### src/rtl/trs_io_pkg.sv
// Shared TRS-IO definitions: printer status bytes, ESP request encodings and
// the printer spool request FSM state type.
package trs_io_pkg;

  localparam logic [7:0] PRINTER_STATUS_READY = 8'h30;
  localparam logic [7:0] PRINTER_STATUS_BUSY  = 8'hf0;

  localparam logic [2:0] esp_idle       = 3'd0;
  localparam logic [2:0] esp_printer_wr = 3'd4;

  typedef enum logic [1:0] {
    SPOOL_IDLE,
    SPOOL_REQ,
    SPOOL_WAIT_DONE
  } spool_state_t;

endpackage

### src/rtl/sync_fifo.sv
// Synchronous circular FIFO with a registered show-ahead head and fill level.
// The head register is 0 whenever the FIFO is empty.
module sync_fifo #(
  parameter int DEPTH = 16,
  parameter int WIDTH = 8
) (
  input  logic                     clk,
  input  logic                     rst_n,
  input  logic                     wr_en,
  input  logic [WIDTH-1:0]         wr_data,
  input  logic                     rd_en,
  input  logic                     clear,
  output logic [WIDTH-1:0]         head_data,
  output logic [$clog2(DEPTH):0]   level,
  output logic                     drop
);

  localparam int AW = $clog2(DEPTH);
  localparam int LW = AW + 1;
  localparam logic [LW-1:0] FULL_LVL = LW'(DEPTH);

  logic [WIDTH-1:0] mem [DEPTH];
  logic [AW-1:0]    wr_ptr, rd_ptr, rd_ptr_nxt;
  logic [LW-1:0]    level_nxt;
  logic             full, empty, do_push, do_pop;

  assign full    = (level == FULL_LVL);
  assign empty   = (level == '0);
  // A pop frees the slot a same-cycle push needs, so full+push+pop is legal.
  assign do_pop  = rd_en && !empty && !clear;
  assign do_push = wr_en && (!full || rd_en) && !clear;
  assign drop    = wr_en && full && !rd_en && !clear;

  always_comb begin
    rd_ptr_nxt = do_pop ? rd_ptr + 1'b1 : rd_ptr;
    level_nxt  = level;
    case ({do_push, do_pop})
      2'b10:   level_nxt = level + 1'b1;
      2'b01:   level_nxt = level - 1'b1;
      default: level_nxt = level;
    endcase
  end

  always_ff @(posedge clk) begin
    if (do_push) mem[wr_ptr] <= wr_data;
  end

  always_ff @(posedge clk or negedge rst_n) begin
    if (!rst_n) begin
      wr_ptr    <= '0;
      rd_ptr    <= '0;
      level     <= '0;
      head_data <= '0;
    end else if (clear) begin
      wr_ptr    <= '0;
      rd_ptr    <= '0;
      level     <= '0;
      head_data <= '0;
    end else begin
      wr_ptr <= do_push ? wr_ptr + 1'b1 : wr_ptr;
      rd_ptr <= rd_ptr_nxt;
      level  <= level_nxt;
      // New head may be the byte being written right now (bypass the array).
      if (level_nxt == '0)
        head_data <= '0;
      else if (do_push && (rd_ptr_nxt == wr_ptr))
        head_data <= wr_data;
      else
        head_data <= mem[rd_ptr_nxt];
    end
  end

endmodule

### src/rtl/printer_spool.sv
// Z80 printer spool: queues printer port writes, reports BUSY/READY status and
// pulses esp_req to the ESP until it signals esp_done or the wait times out.
module printer_spool
  import trs_io_pkg::*;
#(
  parameter int          DEPTH          = 16,
  parameter int          BUSY_LEVEL     = 16,
  parameter int          REQ_CYCLES     = 50,
  parameter int          TIMEOUT_CYCLES = 1000000,
  parameter logic [7:0]  STATUS_READY   = PRINTER_STATUS_READY,
  parameter logic [7:0]  STATUS_BUSY    = PRINTER_STATUS_BUSY
) (
  input  logic                    clk,
  input  logic                    rst_n,
  input  logic                    wr_stb,
  input  logic [7:0]              wr_data,
  output logic [7:0]              status,
  input  logic                    pop,
  output logic [7:0]              head_data,
  output logic [$clog2(DEPTH):0]  level,
  input  logic                    flush,
  output logic                    esp_req,
  input  logic                    esp_done,
  output logic                    overflow,
  output logic                    timeout,
  input  logic                    clr_flags
);

  localparam int LW      = $clog2(DEPTH) + 1;
  localparam int CNT_MAX = (REQ_CYCLES > TIMEOUT_CYCLES) ? REQ_CYCLES : TIMEOUT_CYCLES;
  localparam int CW      = $clog2(CNT_MAX + 1);

  spool_state_t  state, state_nxt;
  logic [CW-1:0] cnt, cnt_nxt;
  logic          req_nxt, timeout_set, drop, done_rise;
  logic [2:0]    done_sync;

  sync_fifo #(.DEPTH(DEPTH), .WIDTH(8)) u_fifo (
    .clk       (clk),
    .rst_n     (rst_n),
    .wr_en     (wr_stb),
    .wr_data   (wr_data),
    .rd_en     (pop),
    .clear     (flush),
    .head_data (head_data),
    .level     (level),
    .drop      (drop)
  );

  assign status = (level >= LW'(BUSY_LEVEL)) ? STATUS_BUSY : STATUS_READY;

  // [1:0] synchronise the asynchronous pin, [2] holds the previous sample.
  always_ff @(posedge clk or negedge rst_n) begin
    if (!rst_n) done_sync <= '0;
    else        done_sync <= {done_sync[1:0], esp_done};
  end
  assign done_rise = done_sync[1] & ~done_sync[2];

  always_comb begin
    state_nxt   = state;
    cnt_nxt     = cnt;
    req_nxt     = esp_req;
    timeout_set = 1'b0;
    if (flush) begin
      state_nxt = SPOOL_IDLE;
      cnt_nxt   = '0;
      req_nxt   = 1'b0;
    end else begin
      case (state)
        SPOOL_IDLE: begin
          if (level != '0) begin
            state_nxt = SPOOL_REQ;
            cnt_nxt   = CW'(REQ_CYCLES);
            req_nxt   = 1'b1;
          end
        end
        SPOOL_REQ: begin
          if (cnt == CW'(1)) begin
            state_nxt = SPOOL_WAIT_DONE;
            cnt_nxt   = CW'(TIMEOUT_CYCLES);
            req_nxt   = 1'b0;
          end else begin
            cnt_nxt = cnt - 1'b1;
          end
        end
        SPOOL_WAIT_DONE: begin
          if (done_rise) begin
            state_nxt = SPOOL_IDLE;
          end else if (cnt == CW'(1)) begin
            state_nxt   = SPOOL_IDLE;
            timeout_set = 1'b1;
          end else begin
            cnt_nxt = cnt - 1'b1;
          end
        end
        default: begin
          state_nxt = SPOOL_IDLE;
          req_nxt   = 1'b0;
        end
      endcase
    end
  end

  always_ff @(posedge clk or negedge rst_n) begin
    if (!rst_n) begin
      state   <= SPOOL_IDLE;
      cnt     <= '0;
      esp_req <= 1'b0;
    end else begin
      state   <= state_nxt;
      cnt     <= cnt_nxt;
      esp_req <= req_nxt;
    end
  end

  // Sticky flags: a set in the same cycle as clr_flags wins.
  always_ff @(posedge clk or negedge rst_n) begin
    if (!rst_n) begin
      overflow <= 1'b0;
      timeout  <= 1'b0;
    end else begin
      overflow <= drop        | (overflow & ~clr_flags);
      timeout  <= timeout_set | (timeout  & ~clr_flags);
    end
  end

endmodule

### config.mk
export PLATFORM = sky130hd
export DESIGN_NAME = printer_spool
export DESIGN_NICKNAME = d
export VERILOG_FILES = /design/src/rtl/trs_io_pkg.sv /design/src/rtl/sync_fifo.sv /design/src/rtl/printer_spool.sv
export SDC_FILE = /design/constraint.sdc
export NUM_CORES = 1
export LEC_CHECK = 0
export BUFFER_PORTS_ARGS = -buffer_cell sky130_fd_sc_hd__buf_2
export CORE_AREA = 2 2 118 120
export CTS_CLUSTER_SIZE = 12
export DETAILED_ROUTE_END_ITERATION = 12
export DIE_AREA = 0 0 120 122
export PLACE_DENSITY = 0.74
export SLEW_MARGIN = 10
export SYNTH_ARGS = -nofsm -noshare
export SYNTH_HDL_FRONTEND = slang
export SYNTH_SLANG_ARGS = --single-unit
export TNS_END_PERCENT = 30
### constraint.sdc
create_clock -name clk -period 5.95 [get_ports clk]
set_clock_uncertainty 0.1 [all_clocks]
set_input_delay 1.19 -clock clk [delete_from_list [all_inputs] [get_ports clk]]
set_output_delay 1.19 -clock clk [all_outputs]
set_load 0.02 [all_outputs]
Word level (Yosys, flattened, before mapping)
Memories as Yosys holds them, arrays and structs flattened.
Index checks and enable logic that the tools add are counted.
{"block": "classes", "muxes": 32, "bitwise_logic": 7, "n_addsub": 5, "n_lt_le_gt_ge": 1, "n_reduce_logical": 22, "n_eq_ne": 13}
{"op": "$mux 20", "count": 5}
{"op": "$pmux 20 s3", "count": 1}
{"op": "$mux 8", "count": 4}
{"op": "$eq 20x1->1 const B", "count": 1}
{"op": "$sub 20x1->20 const B", "count": 1}
{"op": "$mux 4", "count": 4}
{"op": "$ne 3x3->1 const B", "count": 4}
{"op": "$logic_not 5->1", "count": 2}
{"op": "$mux 2", "count": 5}
{"op": "$pmux 5 s2", "count": 1}
{"op": "$mux 1", "count": 9}
{"op": "$add 4x1->4 const B", "count": 2}
{"op": "$logic_and 1x1->1", "count": 8}
{"op": "$pmux 2 s3", "count": 1}
{"op": "$reduce_and 3->1", "count": 2}
{"op": "$add 5x1->5 const B", "count": 1}
{"op": "$eq 5x5->1 const B", "count": 1}
{"op": "$ge 5x5->1 const B", "count": 1}
{"op": "$mux 5", "count": 1}
{"op": "$reduce_bool 5->1", "count": 1}
{"op": "$sub 5x1->5 const B", "count": 1}
{"op": "$eq 2x1->1 const B", "count": 2}
{"op": "$eq 2x2->1 const B", "count": 2}
{"op": "$eq 4x4->1", "count": 1}
{"op": "other kinds (12)", "count": 19}
{"block": "word_totals", "ramBits": 128, "reg_bits": 49, "out_inout_bits": 24, "input_bits": 15, "memories": 1, "wordCells": 91}
{"name": "u_fifo.mem", "words": 16, "word_bits": 8, "read_ports": 1, "rd_ports_with_merged_regs": 0, "write_ports": 1, "line": "sync_fifo.sv:22", "rtl": "logic [WIDTH-1:0] mem [DEPTH];"}

Longest topological paths before layout
Gate-level depths: netlist of run 1.
{"block": "depth", "ltp_word": 10, "ltp_mapped": 18}

By module
From an unflattened synthesis of run 1, not the netlist that was laid out.
{"block": "unflattened", "cells_unflattened": 760, "area_unflattened_um2": 9236.4}
{"module": "sync_fifo", "n_inst": 1, "area_per_inst_um2": 7313.3, "cells_per_inst": 560}
{"module": "printer_spool", "n_inst": 1, "area_per_inst_um2": 1923.1, "cells_per_inst": 200}

Least setup slack after synthesis of run 1
Ideal clock, no wire load.
{"block": "synth_path", "path_type": "register to register", "start": "reg u_fifo.level[2]", "end": "reg u_fifo.head_data[0]", "t_arrival_ns": 4.525, "setup_ns": 0.095, "synth_period_minus_slack_ns": 4.720, "n_path_buf": 4, "stages_incl_launch_ff": 19, "setup_slack_ns": 1.230, "required_ns": 5.755, "path_cell_list": "dfrtp_1 -> buf_6 -> or4_4 -> buf_6 -> or3b_2 -> nor3b_1 -> inv_1 -> ha_1 -> clkbuf_1 -> xor2_1 -> ha_1 -> a21o_1 -> a22oi_1 -> or3b_2 -> o311ai_0 -> a41oi_1 -> or2b_1 -> buf_6 -> o31ai_1"}
{"block": "synth_between", "elab_chain_len": 10, "elab_cells_between_ends": 22}
{"item": "start: declaration", "line": "sync_fifo.sv:14", "rtl": "output logic [$clog2(DEPTH):0] level,"}
{"item": "start signal: assignment", "line": "sync_fifo.sv:62", "rtl": "level <= level_nxt;"}
{"item": "branches (longest 8 deep; another with $mem_v2 16x8)"}
{"item": "$mux 8 (*)", "line": "sync_fifo.sv:64", "rtl": "if (level_nxt == '0)"}
{"item": "$mux 8 (*)", "line": "sync_fifo.sv:54", "rtl": "end else if (clear) begin"}
{"item": "end signal: assignment", "line": "sync_fifo.sv:67", "rtl": "head_data <= wr_data;"}
{"item": "end signal: assignment", "line": "sync_fifo.sv:69", "rtl": "head_data <= mem[rd_ptr_nxt];"}
{"item": "end: declaration", "line": "sync_fifo.sv:13", "rtl": "output logic [WIDTH-1:0] head_data,"}
Mark *: on every way between the ends.
A chain may end at the register's enable or synchronous reset.

Worst setup path after layout of run 1
{"block": "layout_path", "start": "reg u_fifo.level[2]", "end": "reg u_fifo.head_data[2]"}
The elaborated chain is that of the path after synthesis.

==> summary.md, run 1 <==
| Metric | Value |
|---|---|
| Status | `finished clean` |
| Dpl hpwl | `11.19 mm` |
| Maximum clock rate | `0.1977 GHz` |
| Max Cap Viol | `0` |
| Setup CP Type | `reg2reg` |
| DP Area | `0.008280 mm²` |
| Vias in the first global route | `4674` |
| Share of cells above drive strength 1 | `15.35%` |
| Final Max Slew Viols | `0` |
| CTS Buf Count | `17` |
| First-pass DRT Iterations | `5` |
| Power per cell area | `380.3 mW/mm²` |
| Area grow syn2layout | `10.85%` |
| CP arrival | `5.30 ns` |
| Total setup buffers inserted after CTS | `0` |
| CTS tree | `yes` |
| Vias | `4883` |
| Setup violators final | `0` |
| Top cells by area, synth | `edfxtp_1, dfrtp_1, mux2i_1` |
| Fin crit period | `5.058 ns` |
| Core Rows | `43` |
| Largest net degree at the start of global routing | `50` |
| Grt total ovfl | `0` |
| Final period util | `85.01%` |
| Cell family with most CP delay | `simple AND/OR/NAND/NOR gates` |
| IO Pins | `39` |
| Commonest cells in the netlist | `edfxtp_1, dfrtp_1, nor2_1, mux2i_1, a21oi_1` |
| Worst-margin pin slew | `0.9971 ns` |
| Gr usage total | `24.92%` |
| GPL Wtd Cong | `0.8723` |
| Worst-path clk slew | `0.07 ns` |
| Peak VDD IR | `0.2943 mV` |
| Synth cell types | `67` |
| WHS Endpoint | `done_sync[1]` |
| Die area | `0.01464 mm²` |
| CP max-delay cell | `a41oi_1` |
| YS warnings | `0` |
| Worst-path fanout max | `10` |
| Width of the die | `120 µm` |
| FF-to-FF Start | `u_fifo.level[2]` |
| Worst EP required | `6.19 ns` |
| Count leader, synth | `edfxtp_1` |
| Die Y-Extent | `122 µm` |
| Initial antenna violation count | `0` |
| Hold wc startpoint | `done_sync[0]` |
| Clock root buffer | `clkbuf_16` |
| Top-area cell type share of the netlist area | `47.97%` |
| Core Region | `0.01350 mm²` |
| PortBufs | `32` |
| Setup TNS | `0 ns` |
| CP Capture Type | `register` |
| Max incr delay on CP | `0.73 ns` |
| H-tree depth | `4` |
| Number of remaining DRC errors | `0` |
| Design Area, Final | `0.008882 mm²` |
| Final ANT Viol Nets | `0` |
| Avg WL per Cell | `21.33 µm` |
| Post-Syn Instances | `579` |
| Worst-path cell chain | `or4_4, or3b_2, nor3b_1, inv_1, ha_1, xor2_1, ha_1, a21o_1, a22oi_1, or3b_2, o311ai_0, a41oi_1, or2b_1, o31ai_1` |
| Buf/Inv on CP | `1` |
| RSZ-0062 raised after global routing | `false` |
| Nets | `635` |
| Worst Hold Class | `reg2reg` |
| Async SR Flop Fraction | `27.68%` |
| Latest clock arrival within the worst-skew pair | `0.44 ns` |
| Antenna cells | `0` |
| Post-CTS Hold Buffers | `0` |
| Initial Utilization | `59.33%` |
| Synth Cell Area | `0.008013 mm²` |
| Setup crit start kind | `register` |
| R2R setup slack | `0.89 ns` |
| Post-synth top area cell | `edfxtp_1` |
| Relative slew slack | `33.28%` |
| Synth Register Bits | `177` |
| DR iter-0 viols | `423` |
| Final hold vios | `0` |
| RR Endpoint | `u_fifo.head_data[2]` |
| R2R depth | `14` |
| Clock Sink Count | `177` |
| Syn Area/Cell | `13.84 µm²` |
| Top_reg_cell synth | `edfxtp_1` |
| Post-synth EDFFs | `128` |
| Drt total wl | `17.04 mm` |
| Post-CTS Resized | `0` |
| Via density | `6.111` |
| Longest Clk Path Bufs | `2` |
| Static leakage | `3.467 nW` |
| Seq/Total Area, Yosys | `63.27%` |
| Worst hold path depth | `0` |
| Global-route wire length before repair | `26.61 mm` |
per-layer routing:
metal	track usage (%)	vias up	part of all wire (%)
met1	34.22	2471	43
li1	-	2257	-
met3	5.524	21	4.6
met4	8.088	0	1.7
met5	0	-	0
met2	40.06	134	51
flip-flops by register name, indices dropped and copies added, names as in the netlist:
register          flops
u_fifo.mem          128
cnt                  20
u_fifo.head_data      8
u_fifo.level          5
u_fifo.rd_ptr         4
u_fifo.wr_ptr         4
done_sync             3
state                 2
esp_req               1
overflow              1
timeout               1
metrics by stage:
stage | cells | util [%] | hold slack, ns | power [W] | setup WS (ns)
5_1_grt | 799 | 65.77 | 0.2704 | 0.003537 | 0.4753
4_1_cts | 799 | 65.76 | 0.2576 | 0.003377 | 0.8959
3_5_place_dp | 767 | 61.32 | 0.2370 | 0.002246 | 0.6911
3_3_place_gp | 767 | 61.32 | 0.2438 | 0.002217 | 0.8784
6_report | 799 | 65.77 | 0.2511 | 0.003378 | 0.8918
2_1_floorplan | 583 | - | 0.2312 | 0.002055 | 1.230
cells by family after synthesis:
logic type / after synthesis / share of synthesized area (%)
DFF: 177 / 63.27
other: 2 / 0.09373
adders and majority gates: 14 / 2.186
AOI/OAI and AO/OA: 130 / 11.01
muxes: 54 / 9.182
and+or+nand+nor: 138 / 9.041
xor gates and xnor gates: 16 / 2.108
buffers and inverters: 48 / 3.107
placed cells by master, fill, tap and decap left out, types with 17 or more instances in the layout:
cell type    n
nand2_1     21
dfrtp_1     49
buf_2       31
o21ai_0     23
a21oi_1     34
nor2_1      40
and2_1      17
mux2i_1     39
edfxtp_1   128
clkbuf_16   17
how the worst max path moves through the flow:
| stage | start | to | slack [ns] | cells after the start |
|---|---|---|---|---|
| 3_3_place_gp | flush | u_fifo.head_data[3] | 0.88 | 14 |
| 2_1_floorplan | u_fifo.level[2] | u_fifo.head_data[0] | 1.23 | 18 |
| 3_5_place_dp | flush | u_fifo.head_data[2] | 0.69 | 14 |
| 4_1_cts | u_fifo.level[2] | u_fifo.head_data[2] | 0.90 | 14 |
| 5_1_grt | u_fifo.level[2] | u_fifo.head_data[4] | 0.48 | 14 |
| 6_report | u_fifo.level[2] | u_fifo.head_data[2] | 0.89 | 14 |
where the power goes:
part	leakage, nW	switching [W]	internal (W)	total [W]
Sequential	1.82	0.0000631	0.00139	0.00145
Clock	0.292	0.000509	0.000634	0.00114
Combinational	1.36	0.000496	0.000290	0.000786
layout make-up:
cell class / count / area, µm²
Sequential cell: 177 / 5070
Fill cell: 985 / 4622
Multi-Input combinational cell: 358 / 2720
Clock buffer: 17 / 425.4
Tap cell: 180 / 225.2
Timing Repair Buffer: 36 / 205.2
Clock inverter: 15 / 173.9
Inverter: 16 / 62.56
No activity file was read; power rests on OpenSTA's default activity.
==> inputs of run 2 (changes only) <==
--- a/config.mk
+++ b/config.mk
@@ -6,11 +6,12 @@
 export NUM_CORES = 1
 export LEC_CHECK = 0
 export BUFFER_PORTS_ARGS = -buffer_cell sky130_fd_sc_hd__buf_2
-export CORE_AREA = 2 2 118 120
+export CORE_AREA = 2 2 115 117
 export CTS_CLUSTER_SIZE = 12
 export DETAILED_ROUTE_END_ITERATION = 12
-export DIE_AREA = 0 0 120 122
-export PLACE_DENSITY = 0.74
+export DIE_AREA = 0 0 117 119
+export PLACE_DENSITY = 0.78
+export REMOVE_ABC_BUFFERS = 1
 export SLEW_MARGIN = 10
 export SYNTH_ARGS = -nofsm -noshare
 export SYNTH_HDL_FRONTEND = slang
==> constraint.sdc (replaced) <==
create_clock -name clk -period 6.3 [get_ports clk]
set_clock_uncertainty 0.1 [all_clocks]
set_input_delay 1.26 -clock clk [delete_from_list [all_inputs] [get_ports clk]]
set_output_delay 1.26 -clock clk [all_outputs]
set_load 0.02 [all_outputs]
==> run 2 against run 1 <==
Hold slack better by 0.019 ns. Register-to-register slack improved by 0.28 ns. Combinational power is 5.7% lower. Clock power fell by 6%. Power is 6.0% lower. Critical path type unchanged. Critical endpoint is now u_fifo.head_data[3]. Largest power group unchanged.
==> summary.md, run 2 (same netlist as run 1, synthesis figures left out) <==
| Metric | Value |
|---|---|
| Final period util | `81.35%` |
| Number of remaining DRC errors | `0` |
| Grt total ovfl | `0` |
| Vias | `5005` |
| Register area | `0.005070 mm²` |
| DR iter-0 viols | `573` |
| Status | `finished clean` |
| Worst hold path depth | `0` |
| Die area | `0.01392 mm²` |
| Avg WL per Cell | `20.81 µm` |
| Placed insts | `765` |
| CP arrival | `5.35 ns` |
| Post-CTS Hold Buffers | `0` |
| PortBufs | `32` |
| Drt total wl | `16.59 mm` |
| Core Region | `0.01287 mm²` |
| Via density | `6.280` |
| Initial Utilization | `62.24%` |
| Setup crit start kind | `register` |
| CTS tree | `yes` |
| Dpl hpwl | `11.07 mm` |
| Initial antenna violation count | `0` |
| Most frequent cells in the layout | `edfxtp_1, dfrtp_1, nor2_1` |
| Max FFs per register | `128` |
| Multi-input logic area | `0.002720 mm²` |
| Max Cap Viol | `0` |
| H-tree depth | `4` |
| Relative slew slack | `22.70%` |
| Reg with most FFs | `u_fifo.mem` |
| Hold wc startpoint | `done_sync[0]` |
| Final Util | `69.18%` |
| Setup violators final | `0` |
| Share of cells above drive strength 1 | `15.62%` |
| Worst slack, placed | `1.056 ns` |
| Die Y-Extent | `119 µm` |
| WHS Endpoint | `done_sync[1]` |
| R2R setup slack | `1.18 ns` |
| Nets | `637` |
| RR Endpoint | `u_fifo.head_data[3]` |
| Non-Filler Instances | `797` |
| Latest clock arrival within the worst-skew pair | `0.43 ns` |
| Width of the die | `117 µm` |
| First-pass DRT Iterations | `5` |
| GPL Wtd Cong | `0.8632` |
| Worst setup margin | `1.175 ns` |
| IO Pins | `39` |
| Area grow syn2layout | `11.16%` |
| Commonest non-fill, non-tap cell in the layout | `edfxtp_1` |
| Setup CP Type | `reg2reg` |
| Clock root buffer | `clkbuf_16` |
| Clock Sink Count | `177` |
| Worst-path fanout max | `10` |
| Number of fill cells | `878` |
| Core Rows | `42` |
| Final ANT Viol Nets | `0` |
| Static leakage | `3.480 nW` |
| Antenna cells | `0` |
| Setup TNS | `0 ns` |
| Gr usage total | `25.28%` |
| Vias in the first global route | `4921` |
| Total setup buffers inserted after CTS | `0` |
| RSZ-0062 raised after global routing | `false` |
| Fin crit period | `5.125 ns` |
| Post-CTS Resized | `0` |
| Largest regs | `u_fifo.mem (128), cnt (20), u_fifo.head_data (8)` |
| Final Hold Slack | `0.2699 ns` |
| Peak VDD IR | `0.2699 mV` |
| Final hold vios | `0` |
| Worst Hold Class | `reg2reg` |
| CP Capture Type | `register` |
| Longest Clk Path Bufs | `2` |
| Worst-path clk slew | `0.08 ns` |
| R2R depth | `14` |
| FF-to-FF Start | `u_fifo.level[2]` |
| Maximum clock rate | `0.1951 GHz` |
| Worst-margin pin slew | `1.147 ns` |
| Power per cell area | `356.4 mW/mm²` |
| Final Max Slew Viols | `0` |
| Global-route wire length before repair | `26.04 mm` |
| Largest net degree at the start of global routing | `50` |
| CTS Buf Count | `17` |
| Worst EP required | `6.52 ns` |
[run 2: metrics by stage]
step	total power, W	cell area, µm²
3_3_place_gp	0.002083	8278
3_5_place_dp	0.002112	8278
5_1_grt	0.003319	8907
4_1_cts	0.003174	8907
2_1_floorplan	0.001921	7841
6_report	0.003175	8907
[run 2: how the worst max path moves through the flow]
stage	start	to	slack, ns	cells past startpoint
global route	u_fifo.level[2]	u_fifo.head_data[3]	0.91	14
CTS	u_fifo.level[2]	u_fifo.head_data[3]	1.25	14
finish	u_fifo.level[2]	u_fifo.head_data[3]	1.18	14
detailed placement	flush	u_fifo.head_data[3]	1.06	14
floorplan	pop	u_fifo.head_data[1]	1.50	7
global placement	flush	u_fifo.head_data[7]	1.21	14
[run 2: power by group]
part           internal, W  leakage (nW)  total [W]  switching, W
clock network     0.000548         0.303    0.00107      0.000519
registers          0.00131          1.82    0.00137     0.0000583
logic             0.000273          1.36   0.000741      0.000468
total              0.00213          3.48    0.00317       0.00104
[run 2: critical path, cell delays in order (launching register included)]
cell and delay, ns:
dfrtp_1 0.49, or4_4 0.61, or3b_2 0.54, nor3b_1 0.20, inv_1 0.17, ha_1 0.34
xor2_1 0.13, ha_1 0.26, a21o_1 0.19, a22oi_1 0.23, or3b_2 0.16, o311ai_0 0.15
a41oi_1 0.71, or2b_1 0.40, o31ai_1 0.32
[run 2: layout make-up]
type                            count  share of cell area, %
Inverter                           16                 0.7023
Multi-Input combinational cell    358                  30.54
Clock buffer                       17                  4.776
Timing Repair Buffer               38                  2.304
Tap cell                          176                  2.472
Clock inverter                     15                  2.290
Sequential cell                   177                  56.92
[run 2: metal layers]
metal	GRT usage [%]	routed length [µm]	share of wire [%]	vias to the layer above
li1	-	-	-	2274
met1	36.07	7202	43	2473
met2	39.20	7967	48	231
met3	5.293	1116	6.7	27
met4	8.529	301	1.8	0
met5	0	0	0	-
